$ cat src/rtl/uart_pkg.sv
// Shared UART constants: TX FSM encoding, parity selects, default width and RX settings.
package uart_pkg;

  localparam int         DATA_W_DEFAULT = 8;
  localparam logic       PAR_EVEN       = 1'b0;
  localparam logic       PAR_ODD        = 1'b1;
  localparam logic [4:0] PRESCALE_MIN   = 5'd2;

  localparam int RX_OVERSAMPLE  = 16;
  localparam int RX_SYNC_STAGES = 2;

  typedef enum logic [2:0] {
    IDLE   = 3'd0,
    START  = 3'd1,
    DATA   = 3'd2,
    PARITY = 3'd3,
    STOP   = 3'd4
  } tx_state_e;

  // A bit time shorter than two cycles is not usable, so 0 and 1 map to 2.
  function automatic logic [4:0] clamp_prescale(input logic [4:0] p);
    return (p < PRESCALE_MIN) ? PRESCALE_MIN : p;
  endfunction

endpackage

$ cat src/rtl/uart_tx_bit_timer.sv
// Bit-time counter: counts 0..prescale-1 while run is high and pulses bit_done on the last count.
module uart_tx_bit_timer
  import uart_pkg::*;
(
  input  logic       clk,
  input  logic       ARST,
  input  logic       run,
  input  logic [4:0] prescale,
  output logic       bit_done
);

  logic [4:0] cnt_q, cnt_d;

  assign bit_done = run && (cnt_q == (prescale - 5'd1));

  always_comb begin
    cnt_d = cnt_q;
    if (!run || bit_done) cnt_d = '0;
    else                  cnt_d = cnt_q + 5'd1;
  end

  always_ff @(posedge clk or posedge ARST) begin
    if (ARST) cnt_q <= '0;
    else      cnt_q <= cnt_d;
  end

endmodule

$ cat src/rtl/uart_tx_framer.sv
// UART transmit framer: start bit, DATA_W data bits LSB first, optional parity, one stop bit.
// Handshake: data_valid is only looked at in IDLE (busy=0); a request seen while busy is dropped.
module uart_tx_framer
  import uart_pkg::*;
#(
  parameter int DATA_W = DATA_W_DEFAULT
) (
  input  logic              clk,
  input  logic              ARST,
  input  logic [DATA_W-1:0] P_DATA,
  input  logic              data_valid,
  input  logic              PAR_EN,
  input  logic              PAR_TYP,
  input  logic [4:0]        prescale,
  output logic              TX_OUT,
  output logic              busy,
  output tx_state_e         state_dbg_o
);

  localparam int IDX_W = (DATA_W > 1) ? $clog2(DATA_W) : 1;
  localparam logic [IDX_W-1:0] LAST_IDX = IDX_W'(DATA_W - 1);

  tx_state_e         state_q;
  logic [DATA_W-1:0] data_q;
  logic [IDX_W-1:0]  bit_idx_q;
  logic [IDX_W-1:0]  next_idx;
  logic              par_en_q;
  logic              par_typ_q;
  logic [4:0]        prescale_q;
  logic              tx_q;
  logic              busy_q;
  logic              bit_done;

  assign next_idx = bit_idx_q + IDX_W'(1);

  uart_tx_bit_timer u_bit_timer (
    .clk      (clk),
    .ARST     (ARST),
    .run      (state_q != IDLE),
    .prescale (prescale_q),
    .bit_done (bit_done)
  );

  always_ff @(posedge clk or posedge ARST) begin
    if (ARST) begin
      state_q    <= IDLE;
      data_q     <= '0;
      bit_idx_q  <= '0;
      par_en_q   <= 1'b0;
      par_typ_q  <= PAR_EVEN;
      prescale_q <= PRESCALE_MIN;
      tx_q       <= 1'b1;
      busy_q     <= 1'b0;
    end else begin
      case (state_q)
        IDLE: begin
          tx_q   <= 1'b1;
          busy_q <= 1'b0;
          if (data_valid) begin
            data_q     <= P_DATA;
            par_en_q   <= PAR_EN;
            par_typ_q  <= PAR_TYP;
            prescale_q <= clamp_prescale(prescale);
            bit_idx_q  <= '0;
            tx_q       <= 1'b0;
            busy_q     <= 1'b1;
            state_q    <= START;
          end
        end
        START: begin
          if (bit_done) begin
            tx_q    <= data_q[0];
            state_q <= DATA;
          end
        end
        DATA: begin
          if (bit_done) begin
            if (bit_idx_q == LAST_IDX) begin
              bit_idx_q <= '0;
              if (par_en_q) begin
                tx_q    <= (^data_q) ^ par_typ_q;
                state_q <= PARITY;
              end else begin
                tx_q    <= 1'b1;
                state_q <= STOP;
              end
            end else begin
              bit_idx_q <= next_idx;
              tx_q      <= data_q[next_idx];
            end
          end
        end
        PARITY: begin
          if (bit_done) begin
            tx_q    <= 1'b1;
            state_q <= STOP;
          end
        end
        STOP: begin
          // Leaving STOP drops busy at the same edge, so IDLE always lasts at least one cycle.
          if (bit_done) begin
            busy_q  <= 1'b0;
            state_q <= IDLE;
          end
        end
        default: begin
          tx_q    <= 1'b1;
          busy_q  <= 1'b0;
          state_q <= IDLE;
        end
      endcase
    end
  end

  assign TX_OUT      = tx_q;
  assign busy        = busy_q;
  assign state_dbg_o = state_q;

endmodule
$ cat config.mk
export PLATFORM = sky130hd
export DESIGN_NAME = uart_tx_framer
export DESIGN_NICKNAME = d
export VERILOG_FILES = /design/src/rtl/uart_pkg.sv /design/src/rtl/uart_tx_bit_timer.sv /design/src/rtl/uart_tx_framer.sv
export SDC_FILE = /design/constraint.sdc
export NUM_CORES = 1
export LEC_CHECK = 0
export BUFFER_PORTS_ARGS = -buffer_cell sky130_fd_sc_hd__buf_2
export CAP_MARGIN = 20
export CORE_AREA = 2 2 58 60
export CTS_BUF_LIST = sky130_fd_sc_hd__clkbuf_8
export CTS_CLUSTER_DIAMETER = 200
export CTS_CLUSTER_SIZE = 12
export DETAILED_ROUTE_END_ITERATION = 10
export DIE_AREA = 0 0 60 62
export GPL_ROUTABILITY_DRIVEN = 0
export HOLD_SLACK_MARGIN = 0.15
export PLACE_DENSITY = 0.79
export SETUP_SLACK_MARGIN = 0.1
export SLEW_MARGIN = 20
export SYNTH_ARGS = -nofsm -noshare
export SYNTH_HDL_FRONTEND = slang
export SYNTH_SLANG_ARGS = --single-unit
$ cat constraint.sdc
create_clock -name clk -period 2.2 [get_ports clk]
set_input_delay 0.22 -clock clk [delete_from_list [all_inputs] [get_ports clk]]
set_output_delay 0.22 -clock clk [all_outputs]
set_load 0.01 [all_outputs]
---- After elaboration in Yosys (flattened, before gate mapping) ----
Index checks and enable logic that the tools add are counted.
W data, S select, Z words.
storage, ports and cells
  register bits after elaboration ......... 28
  output and inout bits ................... 5
  RAM bits ................................ 0
  latch bits .............................. 0
  word-level logic and storage cells ...... 68
  memories ................................ 0
  bits in read-only memories .............. 0
cells by class
  equal/unequal tests ..................... 12
  reduce and logical (&&, ||, !) cells .... 13
  bitwise gates (word level) .............. 3
  add/subtract/negate cells ............... 3
  multipliers ............................. 0
  muxes and demuxes ....................... 26
  magnitude comparators ................... 2
  div/mod/pow operators ................... 0
  shift-type cells ........................ 0
operators by type and width
  cell                   number
  $mux W3                10
  $pmux W3 S5            1
  $mux W5                2
  $mux W1                9
  $ne A2 B1 Y1 const B   4
  $reduce_xor A8 Y1      1
  $eq A3 B2 Y1 const B   2
  $eq A3 B3 Y1 const B   2
  $pmux W3 S2            1
  $reduce_and A6 Y1      1
  $add A5 B1 Y5 const B  1
  $eq A5 B5 Y1           1
  $lt A5 B2 Y1 const B   1
  $pmux W1 S5            1
  $sub A5 B1 Y5 const B  1
  $lt A3 B4 Y1 const B   1
  $ne A2 B2 Y1 const B   2
  $reduce_and A2 Y1      2
  $reduce_and A4 Y1      1
  $add A3 B1 Y3 const B  1
  $bmux W1 S3            1
  $eq A3 B1 Y1 const B   1
  $logic_not A3 Y1       1
  $pmux W1 S3            1
  9 further kinds        10

---- Depth between registers and ports, before layout ----
  word-level depth ........................ 6
  mapped depth ............................ 9

---- Hierarchy ----
A second synthesis with hierarchy kept.
unflattened totals
  cells, all modules ...................... 145
  area, all modules ....................... 1,631.6 um2
modules (own cells, without submodules)
  module             instances  area each (um2)  cells an instance
  uart_tx_framer     1          1,275.0          106
  uart_tx_bit_timer  1          356.6            39

---- Worst setup path before layout ----
OpenSTA, ideal clock, no wires.
  kind .................................... register to register
  start point ............................. reg prescale_q[1]
  end point ............................... reg state_q[0], in the netlist state_dbg_o[0]
  buffers on the path ..................... 1
  required time ........................... 2.106 ns
  cell stages (with the launch flop) ...... 9
  arrival time ............................ 2.150 ns
  clock period less this slack ............ 2.244 ns
  setup slack ............................. -0.044 ns
  cells stage by stage .................... dfstp_2 -> inv_1 -> ha_1 -> nand2b_1 -> a311o_1 -> a2111oi_4 -> buf_6 -> nand4_1 -> a221oi_2
between the ends
  longest elaborated chain between the ends .. 5
  elaborated cells between the ends (all ways) .. 8
ends and longest elaborated chain
  what                                  RTL line                 RTL
  start: declaration                    uart_tx_framer.sv:29     logic [4:0] prescale_q;
  start signal: assignment              uart_tx_framer.sv:63     prescale_q <= clamp_prescale(prescale);
  $sub A5 B1 Y5 *                       uart_tx_bit_timer.sv:14  assign bit_done = run && (cnt_q == (prescale - 5'd1));
  $eq A5 B5 Y1 *                        uart_tx_bit_timer.sv:14
  $logic_and A1 B1 Y1 *                 uart_tx_bit_timer.sv:14
  $ne A2 B1 Y1 (no source line)         n/a
  $reduce_and A6 Y1 (no source line) *  n/a
  end signal: assignment                uart_tx_framer.sv:46     state_q <= IDLE;
  end signal: assignment                uart_tx_framer.sv:67     state_q <= START;
  end signal: assignment                uart_tx_framer.sv:73     state_q <= DATA;
  end: declaration                      uart_tx_framer.sv:23     tx_state_e state_q;
Every way passes the cells marked *; elsewhere a longest branch is shown, timed or not.
A chain may end at the register's enable or synchronous reset.

---- Worst setup path in the final report ----
Same ends and word-level chain as after synthesis.

==> results by group <==
Timing
  • Final hold slack: between 150 and 200 ps
  • Relative slew slack: about three quarters
  • Setup ws final: approximately 2.6 ps
  • Number of max-slew violations in the final report: 0
  • Number of failing setup endpoints in the final timing report: 0
  • Hold violation total from the final report: 0
  • Upper clock frequency limit: roughly 460 MHz
  • Maximum clock skew at final layout: roughly 1.9 ps
  • Unrepaired setup endpoints after global routing: yes
  • Final setup TNS: 0 ps
  • Final period util: between 90 and 100%
  • Shortest clock period the worst path allows after layout: approximately 2200 ps
  • Pin slew with the least headroom to its limit: roughly 350 ps

Critical path
  • Element type at the critical path end: flip-flop
  • Data required, critical path: 2380 ps
  • Worst Setup Path Type: reg -> reg
  • Crit path DAT: roughly 2400 ps
  • Worst Setup Start Kind: flip-flop
  • Critical-path maximum fanout: 7

Yosys
  • Synthesized instance count: ~140
  • Mapped Area: about 1600 um2
  • Yosys warns: 0
  • Post-synth top flop: dfrtp_1
  • Number of synthesized register bits: 28
  • Leading area contributor after synthesis: dfrtp_1
  • Top cells by area in the synthesized netlist: dfrtp_1 (42%), mux2_2 (9.4%), xnor2_1 (6.7%)
  • Mapped Nets: 160
  • Proportion of netlist area held by the largest area contributor: 41.6%
  • Distinct cell type count of the synthesized netlist: 38
  • Proportion of synthesized flip-flops having asynchronous set or reset: 100%
  • Sequential area share after synthesis: between 40% and 50%
  • Post-Synthesis Mean Instance Area: roughly 11 um2
  • Number of flops mapped to enable cells by yosys: 0

Clock tree
  • Latest clock arrival within the worst-skew pair: between 200 and 300 ps
  • Clock Tree Buf Depth: 2
  • Htree depth: 1
  • CTS Buf Count: 3
  • Root buffer selected by CTS: clkbuf_8
  • Clock Sink Count: 28
  • Reg clk slew, reported paths: 90 ps
  • TritonCTS clock tree: built

Placed design
  • Placed inst area: approximately 1700 um2
  • Port Buf Inserts: 22
  • Detailed placement HPWL: ~2100 um
  • Worst setup timing slack at the placement stage: -33.4 ps

Outcome
  • Run status: finished clean

Drt
  • Detailed-router iteration count before antenna repair: 4
  • Per-cell via count in the routed design: approximately 5.3
  • Final routed wirelength across all metal layers: approximately 3000 um
  • Total number of vias: around 1100
  • Post-route antenna net violation count: 0
  • DRC Markers: 0
  • First-iteration detailed-routing DRC count: between 40 and 50
  • Wirelength per Cell: 13.8 um

Power
  • Power density cells: around 1500 nW/um2
  • Total power draw: 2790 uW
  • Peak supply drop: between 0.9 and 1 mV
  • Logic gate share of total power: 52.3%
  • Internal power: about 1800 uW
  • Switching fraction of total power: 37.2%
  • Clock Power Share: 11.4%
  • Reg power frac: between 30% and 40%
  • Static leakage: approximately 0.00081 uW
  • NetSw: 1040 uW

Die
  • Area of the die: roughly 3700 um2
  • Boundary pin count: 23
  • Starting Density: between 40 and 50%
  • Die span in y: between 60 and 70 um
  • Cell Rows: 21
  • Die X-Extent: around 60 um
  • Core area: about 3200 um2

Global route
  • Wire length of the first global-routing pass: between 4000 and 5000 um
  • Residual overflow from global routing: 0
  • Number of global-route vias before repair: 1067
  • Number of antenna violations at the first check in global routing: 0
  • Pin count of the biggest net entering global routing: 29
  • Overall fraction of global-route tracks in use: around 17%

Flow run
  • Number of maximum-capacitance constraint violations: 0

Layout
  • Antenna diode count: 0
  • Layout area overhead: 18.1%
  • Area of all placed cells without fillers: roughly 1800 um2
  • Nets: ~190
  • Ratio of cells with drive above 1 in the final layout: a little over a third

Hold path
  • Type of the tightest min-delay check: in -> reg
-- power by group through the flow --
stage | combinational (uW) | clock, uW | sequential [uW]
after floorplan | 1180 | 0 | 958
after global placement | 1320 | 0 | 1000
after detailed placement | 1360 | 0 | 1020
after CTS | 1420 | 326 | 1010
after global routing | 1600 | 352 | 1050
final | 1460 | 317 | 1010
-- worst max-delay path, cell delays in order, from the launching register on --
cell and delay, ps:
dfstp_2 550, inv_2 40, ha_4 150, nand2b_4 130, a311o_1 340, a2111oi_4 350, buf_6 180, nand4_1 100
a221oi_2 250
-- registers in the layout (all words and copies together), names as in the netlist --
signal	flops
prescale_q	5
bit_idx_q	3
busy	1
data_q	8
state_dbg_o	3
u_bit_timer.cnt_q	5
par_typ_q	1
TX_OUT	1
par_en_q	1
-- per-stage QoR --
step | std cells | utilization, %
floorplan | 138 | -
finish | 216 | 58.1
CTS | 213 | 57.2
detailed placement | 205 | 54.4
global route | 216 | 58.1
global placement | 205 | 54.4
-- cell usage in the layout (no fill, tap or decap), types with 3 or more instances in the layout --
cell type	count
nor2_1	9
nand3_1	4
dfrtp_1	26
a21oi_1	4
buf_4	9
buf_2	22
ha_1	3
xnor2_1	12
mux2i_1	3
mux2_2	13
o21ai_0	5
clkbuf_8	4
o21ai_1	4
inv_1	5
nand2_1	5
xor2_1	4
-- cell usage after synthesis, drive strengths merged, types with 2 or more instances --
| cell | number |
|---|---|
| a21oi | 4 |
| nand3b | 2 |
| nand3 | 4 |
| or2 | 2 |
| o21ai | 9 |
| nand2b | 2 |
| mux2i | 3 |
| mux4 | 2 |
| nand2 | 5 |
| ha | 4 |
| a31oi | 2 |
| mux2 | 13 |
| nor2 | 9 |
| a21o | 3 |
| nor3 | 2 |
| xnor2 | 12 |
| nand4 | 2 |
| dfstp | 2 |
| clkbuf | 2 |
| dfrtp | 26 |
| and2 | 2 |
| inv | 7 |
| buf | 3 |
| xor2 | 4 |
-- layout make-up --
cell class / count / area, um2
fillers: 255 / 1330
clock buffers: 4 / 55.1
flip-flops and latches: 28 / 703
repair buffers: 34 / 209
well taps: 46 / 57.6
multi-input cells: 97 / 796
inverters: 7 / 26.3
-- kinds of logic (layout without fill, tap and decap cells) --
logic type	after synthesis	after routing	share of synthesized area, %
simple gates	34	34	11.4
flops	28	28	45.0
compound gates	25	25	11.8
mux	18	18	14.2
xor+xnor	16	16	8.96
buf+inv	13	45	5.44
fa+ha+maj	4	4	3.20
-- final timing paths --
kind,start,end,slack [ps],cells after the start
max,prescale_q[1]$_DFFE_PP1P_,state_dbg_o[0]$_DFFE_PP0P_,3,8
min,PAR_EN,par_en_q$_DFFE_PP0P_,160,3
max reg2reg,prescale_q[1]$_DFFE_PP1P_,state_dbg_o[0]$_DFFE_PP0P_,3,8
min reg2reg,busy$_DFFE_PP0P_,busy$_DFFE_PP0P_,520,1
max in group asynchronous,ARST,TX_OUT$_DFFE_PP1P_,1350,4
min in group asynchronous,ARST,par_typ_q$_DFFE_PP0P_,540,4
-- per-layer routing --
layer | share of wire [%] | routed length (um) | GRT usage (%)
met1 | 42 | 1270 | 23.2
met2 | 50 | 1500 | 27.5
met3 | 5.4 | 162 | 3.52
met4 | 1.8 | 55 | 6.98
met5 | 0 | 0 | 0
-- repair_timing --
item	in CTS	in global routing
pin swaps	3	3
endpoints found under the hold margin	26	1
endpoints found under the setup margin	12	13
gates resized for setup	1	3
gates cloned	1	0
buffers inserted	2	2
hold buffers	1	1
(Power assumes the default switching activity.)
